File: src/rtl/register_file.sv
// ----------------------------------------------------------------------------
// register_file
//   Two-read / one-write general-purpose register file for the 32-bit
//   MIPS-style datapath. 2**ADDR_W registers of DATA_W bits; register 0 is
//   hardwired to zero. Reads are combinational (decode stage), the single
//   write (writeback stage) lands on the rising clock edge.
//
// Ports:
//   clk    in   1       system clock, writes on rising edge
//   rst_n  in   1       asynchronous active-low reset, clears all registers
//   rs     in   ADDR_W  read address, port A
//   rt     in   ADDR_W  read address, port B
//   rw     in   ADDR_W  write address
//   dw     in   DATA_W  write data
//   rwe    in   1       write enable, active-high
//   crs    out  DATA_W  contents of register rs
//   crt    out  DATA_W  contents of register rt
// ----------------------------------------------------------------------------
module register_file #(
    parameter int DATA_W = 32,
    parameter int ADDR_W = 5
) (
    input  logic              clk,
    input  logic              rst_n,
    input  logic [ADDR_W-1:0] rs,
    input  logic [ADDR_W-1:0] rt,
    input  logic [ADDR_W-1:0] rw,
    input  logic [DATA_W-1:0] dw,
    input  logic              rwe,
    output logic [DATA_W-1:0] crs,
    output logic [DATA_W-1:0] crt
);

    localparam int DEPTH = 2 ** ADDR_W;

    logic [DATA_W-1:0] regs_q [DEPTH];
    logic [DEPTH-1:0]  wr_sel;

    // One-hot write decode. Bit 0 is forced low so a write to r0 is
    // accepted on the port but never reaches storage.
    always_comb begin
        wr_sel = '0;
        if (rwe) begin
            wr_sel[rw] = 1'b1;
        end
        wr_sel[0] = 1'b0;
    end

    // r0 is part of the array only to keep the read mux regular; it is
    // cleared by reset and never enabled, so it stays zero.
    always_ff @(posedge clk or negedge rst_n) begin
        if (!rst_n) begin
            for (int i = 0; i < DEPTH; i++) begin
                regs_q[i] <= '0;
            end
        end else begin
            for (int i = 0; i < DEPTH; i++) begin
                if (wr_sel[i]) begin
                    regs_q[i] <= dw;
                end
            end
        end
    end

    // Two independent read muxes. No write bypass: a same-cycle write is
    // visible only after the edge, forwarding belongs to the pipeline.
    // Outputs are also gated by rst_n so reads show zero for the whole
    // reset window, independent of the register clear.
    always_comb begin
        crs = '0;
        crt = '0;
        if (rst_n) begin
            crs = (rs == '0) ? '0 : regs_q[rs];
            crt = (rt == '0) ? '0 : regs_q[rt];
        end
    end

endmodule

File: config.mk
export PLATFORM = sky130hd
export DESIGN_NAME = register_file
export DESIGN_NICKNAME = d
export VERILOG_FILES = /design/src/rtl/register_file.sv
export SDC_FILE = /design/constraint.sdc
export NUM_CORES = 2
export LEC_CHECK = 0
export CORE_ASPECT_RATIO = 2
export CORE_UTILIZATION = 60
export CTS_CLUSTER_DIAMETER = 200
export CTS_CLUSTER_SIZE = 30
export DETAILED_ROUTE_END_ITERATION = 16
export GPL_TIMING_DRIVEN = 0
export PLACE_DENSITY = 0.77
export SYNTH_ARGS = -nofsm -noshare
export SYNTH_HDL_FRONTEND = slang
export SYNTH_SLANG_ARGS = --single-unit
File: constraint.sdc
create_clock -name clk -period 5.8 [get_ports clk]
set_clock_uncertainty 0.15 [all_clocks]
set_input_delay 0.58 -clock clk [delete_from_list [all_inputs] [get_ports clk]]
set_output_delay 0.58 -clock clk [all_outputs]
set_load 0.02 [all_outputs]
# ---- Word level (Yosys, flattened, before mapping)
# Cells that the tools add are included.
dict set report op_classes {
  order_cmp 4
  n_mux 13
  n_bitwise 2
  n_reduce_logical 3
}
# operator n
set ops {}
lappend ops {{32-bit binary-select mux with 5-bit select} 2}
lappend ops {{32-bit two-way mux} 9}
lappend ops {{6-bit greater-or-equal comparator, second input constant} 2}
lappend ops {{5-bit inverter with 6-bit output} 2}
lappend ops {{5-bit logical NOT} 2}
lappend ops {{5-bit by 6-bit < comparator with 1-bit output, second input constant} 1}
lappend ops {{1-bit demux with 5-bit select} 1}
lappend ops {{5-bit by 1-bit greater-or-equal comparator with 1-bit output, second input constant} 1}
lappend ops {{1-bit logical AND} 1}
lappend ops {{1-bit two-way mux} 1}
dict set report totals {
  reg_bits 992
  inputBits 50
  out_inout_bits 64
  word_cells 53
}

# ---- Logic depth before layout (Yosys ltp)
dict set report depth {
  depth_word 6
  depth_mapped 10
  mapped_depth_nobuf 5
}

# ---- Worst setup path after synthesis
# OpenSTA, ideal clock, no wires.
dict set report synth_path {
  kind {input to output}
  start {input port rs[0]}
  end {output port crs[8]}
  arrival_time_ns 2.372
  t_required_ns 5.070
  path_slack_ns 2.698
  cell_stages 10
  path_buffers 5
  path_cell_list {buf_4 -> buf_6 -> buf_6 -> buf_6 -> buf_6 -> nand2_1 -> o22ai_1 -> a211oi_1 -> nand2_1 -> a221oi_1}
}
dict set report synth_between {
  elab_chain_cells 6
  elab_cells_between_ends 7
  classes_between {mux: 5; bitwise: 1; reduce/logical: 1}
}
# element line
set synth_lines {}
lappend synth_lines {{from (decl)} 25} ;# input logic [ADDR_W-1:0] rs,
lappend synth_lines {{5-bit inverter with 6-bit output (implied by the code)} 73} ;# crs = (rs == '0) ? '0 : regs_q[rs];
lappend synth_lines {{32-bit binary-select mux with 5-bit select} 73}
lappend synth_lines {{32-bit two-way mux (implied by the code) (2 in series)} 73}
lappend synth_lines {{32-bit two-way mux *} 73}
lappend synth_lines {{32-bit two-way mux *} 72} ;# if (rst_n) begin
lappend synth_lines {{to (decl)} 30} ;# output logic [DATA_W-1:0] crs,
# Every way passes the cells marked *; elsewhere a longest branch is shown, timed or not. The select of a mux whose other input is x is not followed.

# ---- Worst setup path after layout
dict set report layout_path {
  start {input port rt[1]}
  end {output port crt[4]}
}
dict set report layout_between {
  elab_chain_cells 6
  elab_cells_between_ends 7
  classes_between {mux: 5; bitwise: 1; reduce/logical: 1}
}
# element line
set layout_lines {}
lappend layout_lines {{from (decl)} 26} ;# input logic [ADDR_W-1:0] rt,
lappend layout_lines {{5-bit inverter with 6-bit output (implied by the code)} 74} ;# crt = (rt == '0) ? '0 : regs_q[rt];
lappend layout_lines {{32-bit binary-select mux with 5-bit select} 74}
lappend layout_lines {{32-bit two-way mux (implied by the code) (2 in series)} 74}
lappend layout_lines {{32-bit two-way mux *} 74}
lappend layout_lines {{32-bit two-way mux *} 72}
lappend layout_lines {{to (decl)} 31} ;# output logic [DATA_W-1:0] crt
# Marked as above.

==> flow_summary.toml <==
[sta]
slew_headroom = -0.140
fmax_mhz = 164
worst_pin_slew_ns = 1.71
hold_ws_ns = 0.389
fin_tns_setup_ns = -1.30
finalMaxSlewViolations = 40
hold_viol = 0
rsz0062_at_grt = "no"
setup_viol = 11
fin_ws_ns = -0.283
fin_crit_ns = 6.08
post-route-period-util = 1.05

[floorplanning]
rows = 154
io_pins = 114
die_h_um = 423
core_area_sq_mm = 0.0881
die_area_sq_mm = 0.0901
die_w_um = 213
start_util = 0.605

[clocking]
cts_root_buffer = "clkbuf_16"
path_clk_slew_ns = 0.11
clockBufferDepth = 3
htree_levels = 2
cts_tree = "built"
cts_buffers = 39
clk_latency_ns = 0.66
cts_setup_buffers = 0
cts_sinks = 992

[synth]
synth-edff-count = 0
syn_area_sq_mm = 0.0533
seq_area_frac_synth = 0.466
synthCells = 3696
synthDistinctLibCells = 53
yosysWarnings = 0
yosys.area.top_type = "dfrtp_1"
synth.area.top_cells = "dfrtp_1 47%, mux2_2 23%, mux4_2 15%"
async_reset_ff_frac = 1.00
synth_area_per_cell_sq_um = 14.4
synth_nets = 3746
synth_seq_cells = 992
synth_top_area_share = 0.466
synth-main-ff-cell = "dfrtp_1"

[pwr]
power_w = 0.0176
ir_drop_v = 0.000219
p_per_area_mw_per_mm2 = 307
leakagePower_nw = 24.6

[worst_setup_path]
worstPathArrival_ns = 5.35
crit_fanout = 10
critical_path_class = "in2out"
required_ns = 5.07
cp-end-kind = "output pin"
critPathLaunchType = "input pin"

[layout]
largestRegisters = "regs_q: 992 flops"
layout_commonest_cell = "mux2_2"
fin_area_sq_mm = 0.0574
top_register = "regs_q"
largest_reg_flops = 992
syn_to_final_growth_pct = 7.81
finalNetCount = 3915
seqCellArea_sq_mm = 0.0248
final_cell_mix = "1093 x mux2_2, 992 x dfrtp_1, 361 x mux4_2"
fillers = 6613
multi_input_area_sq_mm = 0.0267
drive_above_1_share = 0.436

[grt]
grt_max_degree = 126
grt_pass1_wl_um = 304000
grt_overflow = 0
grt_use_total = 0.500
grt_pass1_vias = 39300
antenna_found_initial = 19

[route]
vias = 39600
drc = 0
ant_nets = 0
wl_per_cell_um = 43.4
drt-initial-drc-count = 5845
drt-vias-per-instance = 7.84
wirelength_um = 219000
drt-pass1-iter-count = 9

[placement]
place_congestion = 1.14
dp.final_hpwl_um = 158000
dp_slack_ns = -0.295
placed_area_sq_mm = 0.0561
io_buffers = 109

[outcome]
status = "complete, but fails checks"
violations = "max-capacitance violations, max-slew violations, negative setup slack"

[worst_hold_path]
hold_class = "reg2reg"

[run]
drv_cap = 5
per-layer routing:
| metal | GRT usage | part of all wire | wire (um) | up-vias |
|---|---|---|---|---|
| met5 | 0.0206 | 0.00086 | 188 | - |
| met3 | 0.182 | 0.12 | 27400 | 1358 |
| met4 | 0.507 | 0.13 | 28200 | 12 |
| li1 | - | - | - | 14600 |
| met1 | 0.561 | 0.31 | 67800 | 20200 |
| met2 | 0.713 | 0.44 | 95600 | 3376 |
worst paths after layout:
check,from,end,slack (ns),cells past startpoint
max,rt[1],crt[4],-0.28,9
min,regs_q[633],regs_q[633],0.39,1
max reg2reg,regs_q[944],regs_q[944],4.82,1
min reg2reg,regs_q[633],regs_q[633],0.39,1
max in group asynchronous,rst_n,regs_q[706],3.66,4
min in group asynchronous,rst_n,regs_q[936],0.45,3
worst max-delay path, cell delays in order:
cell and delay [ns]:
buf_2 0.25, buf_2 0.35, buf_2 0.40, nand2_1 0.72, clkbuf_1 1.12, o22a_1 0.30, o21ai_0 0.24, a21oi_1 0.59
clkdlybuf4s50_1 0.71
through the flow:
stage / instances / util
floorplan: 3696 / -
CTS: 5036 / 0.652
detailed placement: 4985 / 0.637
global route: 5036 / 0.652
finish: 5046 / 0.652
global placement: 4975 / 0.634
power breakdown:
part           internal [W]  switching, W  total [W]
registers           0.00826       0.00105    0.00931
logic               0.00255       0.00223    0.00478
clock network       0.00124       0.00232    0.00356
synthesized netlist by cell type, drive strengths merged, types with 7 or more instances:
library cell,n
mux4,361
dfrtp,992
nand2,56
a221oi,95
nand3,20
o32a,11
a2111oi,14
o221ai,14
o21ai,36
nor2b,27
mux2,1093
nand2b,7
and2,8
buf,195
clkbuf,198
o22ai,46
a21oi,42
a211oi,34
o22a,38
nor2,93
nor3,28
mux2i,181
a221o,37
a22oi,14
cell type report:
class | count | area share
clock inverter | 2 | 0.000675
clock buffer | 39 | 0.0170
multi-input combinational | 2305 | 0.464
buffer | 390 | 0.0311
sequential | 992 | 0.432
antenna | 11 | 0.000479
tap | 1170 | 0.0255
timing repair buffer | 131 | 0.0283
inverter | 6 | 0.000457
logic make-up after synthesis:
| logic type | after synthesis | share of synthesized area |
|---|---|---|
| multiplexers | 1635 | 0.418 |
| AND/OR/NAND/NOR | 265 | 0.0235 |
| AO/OA/AOI/OAI | 405 | 0.0593 |
| buffers and inverters | 399 | 0.0338 |
| flip-flops | 992 | 0.466 |
what timing repair did:
action / in CTS / in global routing
resized for setup: 13 / 10
endpoints found under the hold margin: 54 / 0
pin swaps: 0 / 0
setup endpoints to repair: 45 / 38
hold buffers: 11 / 0
Power figures use the tool's default switching activity.
